### config.mk
export PLATFORM = sky130hd
export DESIGN_NAME = data_array_arbiter
export DESIGN_NICKNAME = d
export VERILOG_FILES = /design/src/rtl/data_array_arbiter.sv
export SDC_FILE = /design/constraint.sdc
export NUM_CORES = 1
export LEC_CHECK = 0
export BUFFER_PORTS_ARGS = -buffer_cell sky130_fd_sc_hd__buf_2
export CORE_AREA = 5 5 436 438
export DETAILED_ROUTE_END_ITERATION = 8
export DIE_AREA = 0 0 441 443
export HOLD_SLACK_MARGIN = 0.12
export PLACE_DENSITY_LB_ADDON = 0.3
export SETUP_SLACK_MARGIN = 0.2
export SYNTH_ARGS = -nofsm -noshare
export SYNTH_HDL_FRONTEND = slang
export SYNTH_SLANG_ARGS = --single-unit
### constraint.sdc
create_clock -name clock -period 3.3 [get_ports clock]
set_input_delay 0.165 -clock clock [delete_from_list [all_inputs] [get_ports clock]]
set_output_delay 0.165 -clock clock [all_outputs]
set_load 0.05 [all_outputs]
### src/rtl/data_array_arbiter.sv
// Shares the single-port L1 data-array SRAM between a write and a read requester.
// Define DATA_ARRAY_INIT_EN to zero the whole array after every reset.
module data_array_arbiter #(
  parameter int unsigned ADDR_W       = 9,
  parameter int unsigned DATA_W       = 256,
  parameter int unsigned MASK_W       = 32,
  parameter int unsigned STARVE_LIMIT = 4
) (
  input  logic              clock,
  input  logic              reset_n,
  input  logic              rd_valid,
  output logic              rd_ready,
  input  logic [ADDR_W-1:0] rd_addr,
  input  logic              wr_valid,
  output logic              wr_ready,
  input  logic [ADDR_W-1:0] wr_addr,
  input  logic [DATA_W-1:0] wr_data,
  input  logic [MASK_W-1:0] wr_mask,
  output logic              rsp_valid,
  output logic [DATA_W-1:0] rsp_data,
  output logic              init_done,
  output logic [ADDR_W-1:0] sram_addr,
  output logic              sram_en,
  output logic              sram_wmode,
  output logic [DATA_W-1:0] sram_wdata,
  output logic [MASK_W-1:0] sram_wmask,
  input  logic [DATA_W-1:0] sram_rdata
);

  localparam int unsigned SC_W = 4;
  localparam logic [SC_W-1:0] LIMIT = SC_W'(STARVE_LIMIT);

  logic              in_init;
  logic [ADDR_W-1:0] sweep_addr;
  logic [SC_W-1:0]   starve_q, starve_d;
  logic              rsp_valid_q;
  logic              force_rd;
  logic              rd_fire, wr_fire;

`ifdef DATA_ARRAY_INIT_EN
  typedef enum logic {S_INIT, S_IDLE} state_e;

  state_e            state_q, state_d;
  logic [ADDR_W-1:0] init_cnt_q, init_cnt_d;
  logic              init_done_q, init_done_d;

  always_ff @(posedge clock or negedge reset_n) begin
    if (!reset_n) begin
      state_q     <= S_INIT;
      init_cnt_q  <= '0;
      init_done_q <= 1'b0;
    end else begin
      state_q     <= state_d;
      init_cnt_q  <= init_cnt_d;
      init_done_q <= init_done_d;
    end
  end

  always_comb begin
    state_d     = state_q;
    init_cnt_d  = init_cnt_q;
    init_done_d = init_done_q;
    if (state_q == S_INIT) begin
      init_cnt_d = init_cnt_q + 1'b1;
      if (&init_cnt_q) begin
        state_d     = S_IDLE;
        init_done_d = 1'b1;
      end
    end
  end

  assign in_init    = (state_q == S_INIT);
  assign sweep_addr = init_cnt_q;
  assign init_done  = init_done_q;
`else
  assign in_init    = 1'b0;
  assign sweep_addr = '0;
  assign init_done  = 1'b1;
`endif

  always_comb begin
    rd_ready   = 1'b0;
    wr_ready   = 1'b0;
    force_rd   = 1'b0;
    sram_en    = 1'b0;
    sram_wmode = 1'b0;
    sram_addr  = '0;
    sram_wdata = '0;
    sram_wmask = '0;
    if (in_init) begin
      sram_en    = 1'b1;
      sram_wmode = 1'b1;
      sram_addr  = sweep_addr;
      sram_wmask = '1;
    end else begin
      // Writes win unless a read has waited STARVE_LIMIT write grants.
      force_rd = rd_valid & (starve_q == LIMIT);
      wr_ready = ~force_rd;
      rd_ready = ~wr_valid | force_rd;
      if (wr_valid && wr_ready) begin
        sram_en    = 1'b1;
        sram_wmode = 1'b1;
        sram_addr  = wr_addr;
        sram_wdata = wr_data;
        sram_wmask = wr_mask;
      end else if (rd_valid && rd_ready) begin
        sram_en   = 1'b1;
        sram_addr = rd_addr;
      end
    end
  end

  assign wr_fire = wr_valid & wr_ready;
  assign rd_fire = rd_valid & rd_ready;

  always_comb begin
    starve_d = starve_q;
    if (!rd_valid || rd_fire)
      starve_d = '0;
    else if (wr_fire && starve_q != LIMIT)
      starve_d = starve_q + 1'b1;
  end

  always_ff @(posedge clock or negedge reset_n) begin
    if (!reset_n) begin
      starve_q    <= '0;
      rsp_valid_q <= 1'b0;
    end else begin
      starve_q    <= starve_d;
      rsp_valid_q <= rd_fire;
    end
  end

  assign rsp_valid = rsp_valid_q;
  assign rsp_data  = rsp_valid_q ? sram_rdata : '0;

endmodule

==> metrics.md <==
| Metric | Value |
|---|---|
| Status | `completed` |
| IO Pins | `around 1100` |
| Layout cells sized above 1 | `between 60% and 70%` |
| Final Net Count | `approximately 2300` |
| CTS tree | `done` |
| DRT iter0 DRCs | `880` |
| Post-Syn Nets | `about 1300` |
| Max H-tree Level | `1` |
| First-pass GRT wire length | `186 mm` |
| Yosys cell types | `20` |
| Worst Path Arrival | `2480 ps` |
| Commonest non-fill, non-tap cells in the layout | `buf_2 (1122), and3_1 (289), and2_1 (257), nand3_1 (11)` |
| Die Ht | `443 um` |
| Critical path class | `flip-flop to primary output` |
| Clk root buf | `clkbuf_16` |
| Vias in the first global route | `10500` |
| Syn Area/Cell | `between 6 and 7 sq um` |
| Number of enable flip-flop cells after synthesis | `0` |
| Grt total ovfl | `0` |
| Worst R2R Path Depth | `7` |
| Seq/Total Area, Yosys | `2.96%` |
| CP endpoint kind | `primary output` |
| Critical path data required time | `approximately 3100 ps` |
| Drc violations | `0` |
| Worst-path fanout max | `~60` |
| Total Wirelength | `163 mm` |
| Multi-input gate area | `3630 sq um` |
| Placed Cells incl. Taps | `roughly 4200` |
| DP Wirelength | `about 150 mm` |
| Worst slew pin tran | `about 830 ps` |
| Async SR Flop Fraction | `100%` |
| Slew Limit Headroom | `between 40% and 50%` |
| Total power | `2920 uW` |
| Max_cap viols | `0` |
| Area grow syn2layout | `207%` |
| Register Area | `about 130 sq um` |
| Routed vias | `11300` |
| Critical Path Start Type | `flip-flop` |
| Num CTS Buffers | `3` |
| Mapped cell area | `approximately 4200 sq um` |
| YS warnings | `0` |
| Max IR drop VDD | `between 0.07 and 0.08 mV` |
| Lkg Pwr | `approximately 0.0075 uW` |
| Skew final | `1.61 ps` |
| Core region area | `around 190000 sq um` |
| GPL Wtd Cong | `between 0.9 and 1` |
| Hold Path Class | `input pin to async pin` |
| Most common cell after layout, fill and taps aside | `buf_2` |
| # fillers | `22400` |
| Ys flop type | `dfrtp_1` |
| Final worst slack | `654 ps` |
| Port Buffer Count | `1123` |
| Sink Count | `5` |
| Largest net degree at the start of global routing | `130` |
| Power Dens Cells | `about 230 nW/um^2` |
| CTS Buffer Depth | `2` |
| Setup TNS | `0 ps` |
| FP Rows | `~160` |
| Gr usage total | `between 15 and 20%` |
| Initial antenna violation count | `between 300 and 400` |
| Tmin final | `2650 ps` |
| Vias per cell | `~2.6` |
| Max frequency | `roughly 0.38 GHz` |
| Fin crit share | `between 80% and 90%` |
| Fin cells | `between 4000 and 5000` |
| Clock transition at the registers of the reported paths | `40 ps` |
| Final hold violation count | `0` |
| Final core utilization | `6.97%` |
| Final setup vio count | `0` |
| Max-slew violation count | `0` |
| Setup Fix Bufs, Post-CTS | `0` |
| Post-route ant nets | `0` |
| Initial core utilization | `2.27%` |
| DR WL/cell | `37.7 um` |
| Syn Inst Count | `about 690` |
| First-pass iteration count of the detailed router | `7` |
| Dpl ws | `about 870 ps` |
| Synth Register Bits | `5` |
| Later-pin clock latency in the skew report | `between 200 and 250 ps` |
| Die X | `between 400 and 500 um` |
| Unrepaired setup endpoints after global routing | `no` |
| Die area | `about 200000 sq um` |
## report_power, final
group	leakage [uW]	internal, uW	switching (uW)
clock	0.0000387	160	41.8
combinational	0.00738	616	2040
sequential	0.0000662	63.9	3.31
total	0.00748	841	2080
## flip-flops by register name, summed over array words and instances (netlist names)
name,cells
rsp_valid,1
starve_q,4
## Yosys cell counts (2+ instances only)
master	number	area (sq um)
inv_1	3	11.3
and2_1	257	1610
nand3_1	11	55.1
nand2_1	9	33.8
clkbuf_1	78	293
dfrtp_1	5	125
ha_1	2	25.0
buf_6	12	135
buf_2	5	25.0
o21ai_1	9	45.0
and3_1	289	1810
nor2_1	3	11.3
## area by class of cell
| type | count | area share [%] |
|---|---|---|
| antenna | 85 | 1.64 |
| clock buffer | 4 | 0.607 |
| inverter | 3 | 0.0867 |
| multi-input combinational | 586 | 28.0 |
| sequential | 5 | 0.993 |
| tap | 2495 | 24.0 |
| timing repair buffer | 1135 | 44.7 |
## metrics by stage
stage                     hold slack [ps]  cell area (sq um)
after CTS                             488              12800
after global routing                  473              12900
after floorplan                      -131               4230
after global placement               1.58              12700
after detailed placement             3.83              12700
final                                 469              13000
## worst paths after layout
path	to	start	slack, ps
max in group asynchronous	rsp_valid	reset_n	2670
max	sram_wdata[10]	starve_q[0]	650
max reg2reg	rsp_valid	starve_q[0]	1580
min reg2reg	starve_q[0]	starve_q[0]	490
min in group clock	rsp_valid	rd_valid	480
min	starve_q[2]	reset_n	470
## cell families after synthesis
kind of cell               after synthesis  synth area share (%)
buffers and inverters                  100                  11.2
AOI/OAI and AO/OA                        9                  1.06
adders and majority gates                2                 0.591
and+or+nand+nor                        572                  83.6
DFF                                      5                  2.96
other                                    1                0.0886
xor gates and xnor gates                 2                 0.414
## repair_timing
item                      CTS  global route
hold buffers                1             0
gates resized for setup     0             0
hold endpoints to repair    5             0
## per-layer routing
layer	global-route usage [%]	wire [um]	vias up
li1	-	-	4505
met1	15.8	53900	5281
met2	30.1	85500	992
met3	7.87	19700	396
met4	1.45	2680	142
met5	0	904	-
## worst max-delay path: stages (launching register included)
cell	delay (ps)
dfrtp_1	390
inv_1	70
ha_1	200
nand4b_1	100
buf_4	250
buf_4	610
and3_1	310
buf_2	290
Power figures use the tool's default switching activity.
